$ cat src/rtl/fir_buf_pkg.sv
// Shared constants and helpers for the FIR result buffer and its APB register map.
package fir_buf_pkg;

    localparam int FIR_IW = 12;
    localparam int FIR_OW = 2 * FIR_IW + 7;
    localparam int APB_DW = 32;

    localparam logic [7:0] FIFO_DATA_OFS   = 8'h18;
    localparam logic [7:0] FIFO_STATUS_OFS = 8'h1C;
    localparam logic [7:0] FIFO_THRESH_OFS = 8'h20;

    function automatic logic [APB_DW-1:0] sext_result(input logic [FIR_OW-1:0] result);
        return {{(APB_DW - FIR_OW){result[FIR_OW-1]}}, result};
    endfunction

endpackage

$ cat src/rtl/fir_buf_mem.sv
// Simple dual-port register array: one synchronous write port, one asynchronous read port.
// Kept separate so it can later be swapped for a memory macro.
module fir_buf_mem #(
    parameter int DEPTH = 8,
    parameter int WIDTH = 31,
    localparam int AW   = $clog2(DEPTH)
) (
    input  logic             HCLK,
    input  logic             wr_en,
    input  logic [AW-1:0]    wr_addr,
    input  logic [WIDTH-1:0] wr_data,
    input  logic [AW-1:0]    rd_addr,
    output logic [WIDTH-1:0] rd_data
);

    logic [WIDTH-1:0] mem [DEPTH];

    always_ff @(posedge HCLK) begin
        if (wr_en) begin
            mem[wr_addr] <= wr_data;
        end
    end

    assign rd_data = mem[rd_addr];

endmodule

$ cat src/rtl/fir_result_fifo.sv
// Pop-on-read FIFO for FIR results with level, full/empty, sticky overflow and threshold irq.
module fir_result_fifo
    import fir_buf_pkg::*;
#(
    parameter int DEPTH     = 8,
    parameter int IN_WIDTH  = FIR_OW,
    parameter int OUT_WIDTH = APB_DW,
    localparam int LW       = $clog2(DEPTH) + 1
) (
    input  logic                 HCLK,
    input  logic                 HRESET,
    input  logic                 clear_i,
    input  logic [IN_WIDTH-1:0]  sample_i,
    input  logic                 sample_valid_i,
    input  logic                 pop_i,
    input  logic [LW-1:0]        thresh_i,
    input  logic                 ovf_clr_i,
    output logic [OUT_WIDTH-1:0] data_o,
    output logic [LW-1:0]        level_o,
    output logic                 empty_o,
    output logic                 full_o,
    output logic                 overflow_o,
    output logic                 irq_o
);

    localparam int AW = $clog2(DEPTH);

    logic [AW-1:0]       wr_ptr;
    logic [AW-1:0]       rd_ptr;
    logic [LW-1:0]       count;
    logic [LW-1:0]       count_next;
    logic                push_en;
    logic                pop_en;
    logic                ovf_evt;
    logic [IN_WIDTH-1:0] head;
    logic [OUT_WIDTH-1:0] head_ext;

    assign empty_o = (count == '0);
    assign full_o  = (count == LW'(DEPTH));
    assign level_o = count;

    // A pop frees the slot being written when full; a pop on empty never bypasses.
    assign push_en = sample_valid_i & (~full_o | pop_i);
    assign pop_en  = pop_i & ~empty_o;
    assign ovf_evt = sample_valid_i & full_o & ~pop_i;

    always_comb begin
        count_next = count;
        if (push_en && !pop_en) begin
            count_next = count + LW'(1);
        end else if (!push_en && pop_en) begin
            count_next = count - LW'(1);
        end
    end

    // irq is derived from the registered level, so it trails level_o by one cycle.
    always_ff @(posedge HCLK or posedge HRESET) begin
        if (HRESET) begin
            wr_ptr     <= '0;
            rd_ptr     <= '0;
            count      <= '0;
            overflow_o <= 1'b0;
            irq_o      <= 1'b0;
        end else if (clear_i) begin
            wr_ptr     <= '0;
            rd_ptr     <= '0;
            count      <= '0;
            overflow_o <= 1'b0;
            irq_o      <= 1'b0;
        end else begin
            if (push_en) begin
                wr_ptr <= wr_ptr + AW'(1);
            end
            if (pop_en) begin
                rd_ptr <= rd_ptr + AW'(1);
            end
            count <= count_next;
            if (ovf_evt) begin
                overflow_o <= 1'b1;
            end else if (ovf_clr_i) begin
                overflow_o <= 1'b0;
            end
            irq_o <= (thresh_i != '0) && (count >= thresh_i);
        end
    end

    fir_buf_mem #(
        .DEPTH (DEPTH),
        .WIDTH (IN_WIDTH)
    ) u_mem (
        .HCLK    (HCLK),
        .wr_en   (push_en & ~clear_i),
        .wr_addr (wr_ptr),
        .wr_data (sample_i),
        .rd_addr (rd_ptr),
        .rd_data (head)
    );

    generate
        if (IN_WIDTH == FIR_OW && OUT_WIDTH == APB_DW) begin : g_pkg_sext
            assign head_ext = sext_result(head);
        end else begin : g_cast_sext
            assign head_ext = OUT_WIDTH'($signed(head));
        end
    endgenerate

    // Gating by empty keeps never-written memory off the bus.
    assign data_o = empty_o ? '0 : head_ext;

endmodule

$ cat config.mk
export PLATFORM = sky130hd
export DESIGN_NAME = fir_result_fifo
export DESIGN_NICKNAME = d
export VERILOG_FILES = /design/src/rtl/fir_buf_pkg.sv /design/src/rtl/fir_buf_mem.sv /design/src/rtl/fir_result_fifo.sv
export SDC_FILE = /design/constraint.sdc
export NUM_CORES = 1
export LEC_CHECK = 0
export ABC_AREA = 1
export BUFFER_PORTS_ARGS = -buffer_cell sky130_fd_sc_hd__buf_4
export CORE_ASPECT_RATIO = 0.8
export CORE_UTILIZATION = 59
export DETAILED_ROUTE_END_ITERATION = 10
export GPL_ROUTABILITY_DRIVEN = 0
export GPL_TIMING_DRIVEN = 0
export PLACE_DENSITY = 0.79
export SETUP_SLACK_MARGIN = 0.2
export SYNTH_ARGS = -nofsm -noshare
export SYNTH_HDL_FRONTEND = slang
export SYNTH_SLANG_ARGS = --single-unit
$ cat constraint.sdc
create_clock -name HCLK -period 5.4 [get_ports HCLK]
set_clock_uncertainty 0.2 [all_clocks]
set_input_delay 1.08 -clock HCLK [delete_from_list [all_inputs] [get_ports HCLK]]
set_output_delay 1.08 -clock HCLK [all_outputs]
set_load 0.02 [all_outputs]
==> metrics.csv <==
metric,value,unit
fin_ws,1660,ps
fill_cells,1103,
synth_top_flop_cell,edfxtp_1,
placementRows,43,
cap_violations,0,
netlist_instances,851,
critical_path.endpoint_type,output pin,
clk_pin_slew_worst_paths,60,ps
multi_input_area,2560,sq um
cts_tree,done,
die_y,122,microns
hold_buffers,0,
sw_frac_of_total,35.1,%
hpwl,15400,microns
power_leakage,4.55,nW
max-vdd-ir-drop,349,uV
setup_viol,0,
ff2ff_setup_slack,2760,ps
fin_util,71.8,%
synthesis.nets,901,
rr_worst_depth,8,
slew_headroom,52.7,%
worstPathCellList,"inv_1, clkbuf_1, o21ai_0, o22ai_1, nor2_1, nor2_1, buf_4",
grt_antenna_before_repair,0,
reg2reg_to,u_mem.mem[2][0],
regArea,7750,sq um
drcViolationCount,11,
violations,DRC,
grt_pass1_wl,38800,microns
layout.nets,1015,
grt_pass1_vias,7020,
p_switching,2.17,mW
io_buffers,80,
clock_sinks,260,
insertion_delay,510,ps
die_x,152,microns
grt_util_all_layers,27.9,%
grt_max_degree,26,
hp-class,flop to flop,
total_power,6.19,mW
crit_type,flop to output pin,
core-area,17500,sq um
fin_crit_sh,69.2,%
dr.pass1.iters,8,
fmaxAchievable,0.268,GHz
drv_slew,0,
area.growth.synth_to_final,18.1,%
pre_cts_slack,2160,ps
antennaDiodeCount,0,
worstHoldEndpoint,overflow_o,
min_period,3740,ps
netlist_area,10600,sq um
wl,25100,microns
cts_buffers,24,
met3_usage,4.70,%
seqPwrFrac,37.5,%
post_cts_buffers,0,
die_area,18600,sq um
yosys_warnings,0,
cp_common_cell,nor2_1,
worst_ep_required_time,4120,ps
clockPowerShare,27.9,%
arrival,2460,ps
cts_max_level,1,
cp_max_fo,10,
io_pins,81,
wl_per_cell,20.8,microns
crit_family,buffers and inverters,
cts_root_buf,clkbuf_16,
rsz0062_at_grt,false,
start_kind,flop,
status,"complete, but fails checks",
viasPerCell,6.03,
busiest_layer,met2,
internal-power,4.02,mW
hp-start,overflow_o,
postCtsResizedCells,0,
synth_edf_count,248,
ant_nets,0,
start_util,60.8,%
power.density,493,nW/um^2
whs_path_depth,2,
synth.distinct_cells,33,
gr-total-overflow,0,
avgSynthCellArea,12.5,sq um
finalHoldViolCount,0,
slowest_stage,clkbuf_1,
ctsLongestPathBuffers,3,
drt_iter0_drc,837,
num_vias,7269,
worst_slew_pin_slew,710,ps
fin_tns_setup,0,ps
critPathBufInv,3,
synth-async-reset-ratio,4.62,%
grt_use_met2,46.3,%
drive_above_1_share,17.4,%
comb_power_share,34.7,%
r2r_start,level_o[3],
cpPeakStageDelay,470,ps
yosysSeqAreaShare,72.9,%
use_met1,38.4,%
synth-seq-cells,260,
==> Yosys cell counts (2+ instances only) <==
| cell type | number | area (sq um) |
|---|---|---|
| nand4_1 | 5 | 31.3 |
| nand2_4 | 3 | 33.8 |
| o211ai_1 | 32 | 240 |
| buf_4 | 5 | 37.5 |
| o21ai_0 | 103 | 515 |
| o22ai_1 | 31 | 194 |
| edfxtp_1 | 248 | 7450 |
| nor2_2 | 2 | 12.5 |
| inv_1 | 19 | 71.3 |
| clkbuf_2 | 4 | 20.0 |
| nand2_1 | 56 | 210 |
| nor2_1 | 229 | 860 |
| nand3_1 | 8 | 40.0 |
| dfrtp_1 | 12 | 300 |
| clkbuf_1 | 17 | 63.8 |
| buf_6 | 7 | 78.8 |
| buf_2 | 15 | 75.1 |
| o21ai_1 | 27 | 135 |
| buf_1 | 2 | 7.51 |
| ha_1 | 8 | 100 |
| a21oi_1 | 6 | 30.0 |
==> power groups by stage <==
stage | Sequential (mW) | Clock [mW] | Combinational [mW]
2_1_floorplan | 2.37 | 0 | 1.29
3_3_place_gp | 2.36 | 0 | 2.05
3_5_place_dp | 2.36 | 0 | 2.11
4_1_cts | 2.32 | 1.73 | 2.13
5_1_grt | 2.32 | 1.79 | 2.33
6_report | 2.32 | 1.73 | 2.15
==> per-layer routing <==
layer | wire (microns) | up-vias
li1 | - | 3282
met1 | 10200 | 3496
met2 | 11900 | 437
met3 | 2480 | 54
met4 | 487 | 0
met5 | 0 | -
==> layout make-up <==
cell class / instances / area share (%)
sequential: 260 / 61.7
timing repair buffer: 88 / 6.30
inverter: 22 / 0.717
clock inverter: 13 / 1.38
clock buffer: 29 / 4.93
tap: 225 / 2.24
buffer: 51 / 2.37
multi-input combinational: 518 / 20.4
==> flip-flops by register name (all words and copies together), names as in the netlist <==
register    cells
level_o         4
overflow_o      1
irq_o           1
wr_ptr          3
u_mem.mem     248
rd_ptr          3
==> cell families (layout without fill, tap and decap cells) <==
group / count (synthesis) / after routing / share of synthesized area, %
compound gates: 200 / 200 / 10.6
xor+xnor: 1 / 1 / 0.0824
fa+ha+maj: 9 / 9 / 1.13
buf+inv: 73 / 203 / 3.65
flops: 260 / 260 / 72.9
simple gates: 308 / 308 / 11.6
==> stage by stage <==
stage	area (sq um)	std cells	hold slack, ps
final	12600	1206	340
after global routing	12600	1206	359
after CTS	12600	1206	340
after detailed placement	11800	1164	330
after global placement	11500	1156	333
after floorplan	10600	851	349
==> cell usage in the layout, fill, tap and decap left out, drive strengths merged, types with 7 or more instances in the layout <==
| cell | synthesis | final |
|---|---|---|
| edfxtp | 248 | 248 |
| nor2 | 232 | 232 |
| o21ai | 130 | 130 |
| buf | 30 | 118 |
| nand2 | 59 | 59 |
| clkbuf | 21 | 50 |
| o211ai | 32 | 32 |
| o22ai | 31 | 31 |
| inv | 20 | 20 |
| dfrtp | 12 | 12 |
| clkinv | 2 | 11 |
| nand3 | 10 | 10 |
| ha | 8 | 8 |
| a21oi | 7 | 7 |
==> worst max-delay path by stage <==
stage / to / startpoint / slack (ps) / depth (start not counted)
2_1_floorplan: u_mem.mem[0][0] / pop_i / 1900 / 6
3_3_place_gp: u_mem.mem[6][17] / pop_i / 570 / 7
3_5_place_dp: u_mem.mem[2][17] / pop_i / 2160 / 8
4_1_cts: data_o[22] / rd_ptr[1] / 1640 / 7
5_1_grt: data_o[22] / rd_ptr[1] / 1530 / 7
6_report: data_o[22] / rd_ptr[1] / 1660 / 7
==> worst register-to-register path, cell delays in order, from the launching register on <==
cell     delay (ps)
dfrtp_1         470
inv_1           130
nor2_1           60
nand3_2         110
nand2_1         130
nor2_2          160
nand2_1         260
nor2_4          580
buf_16          240
Power figures use the tool's default switching activity.
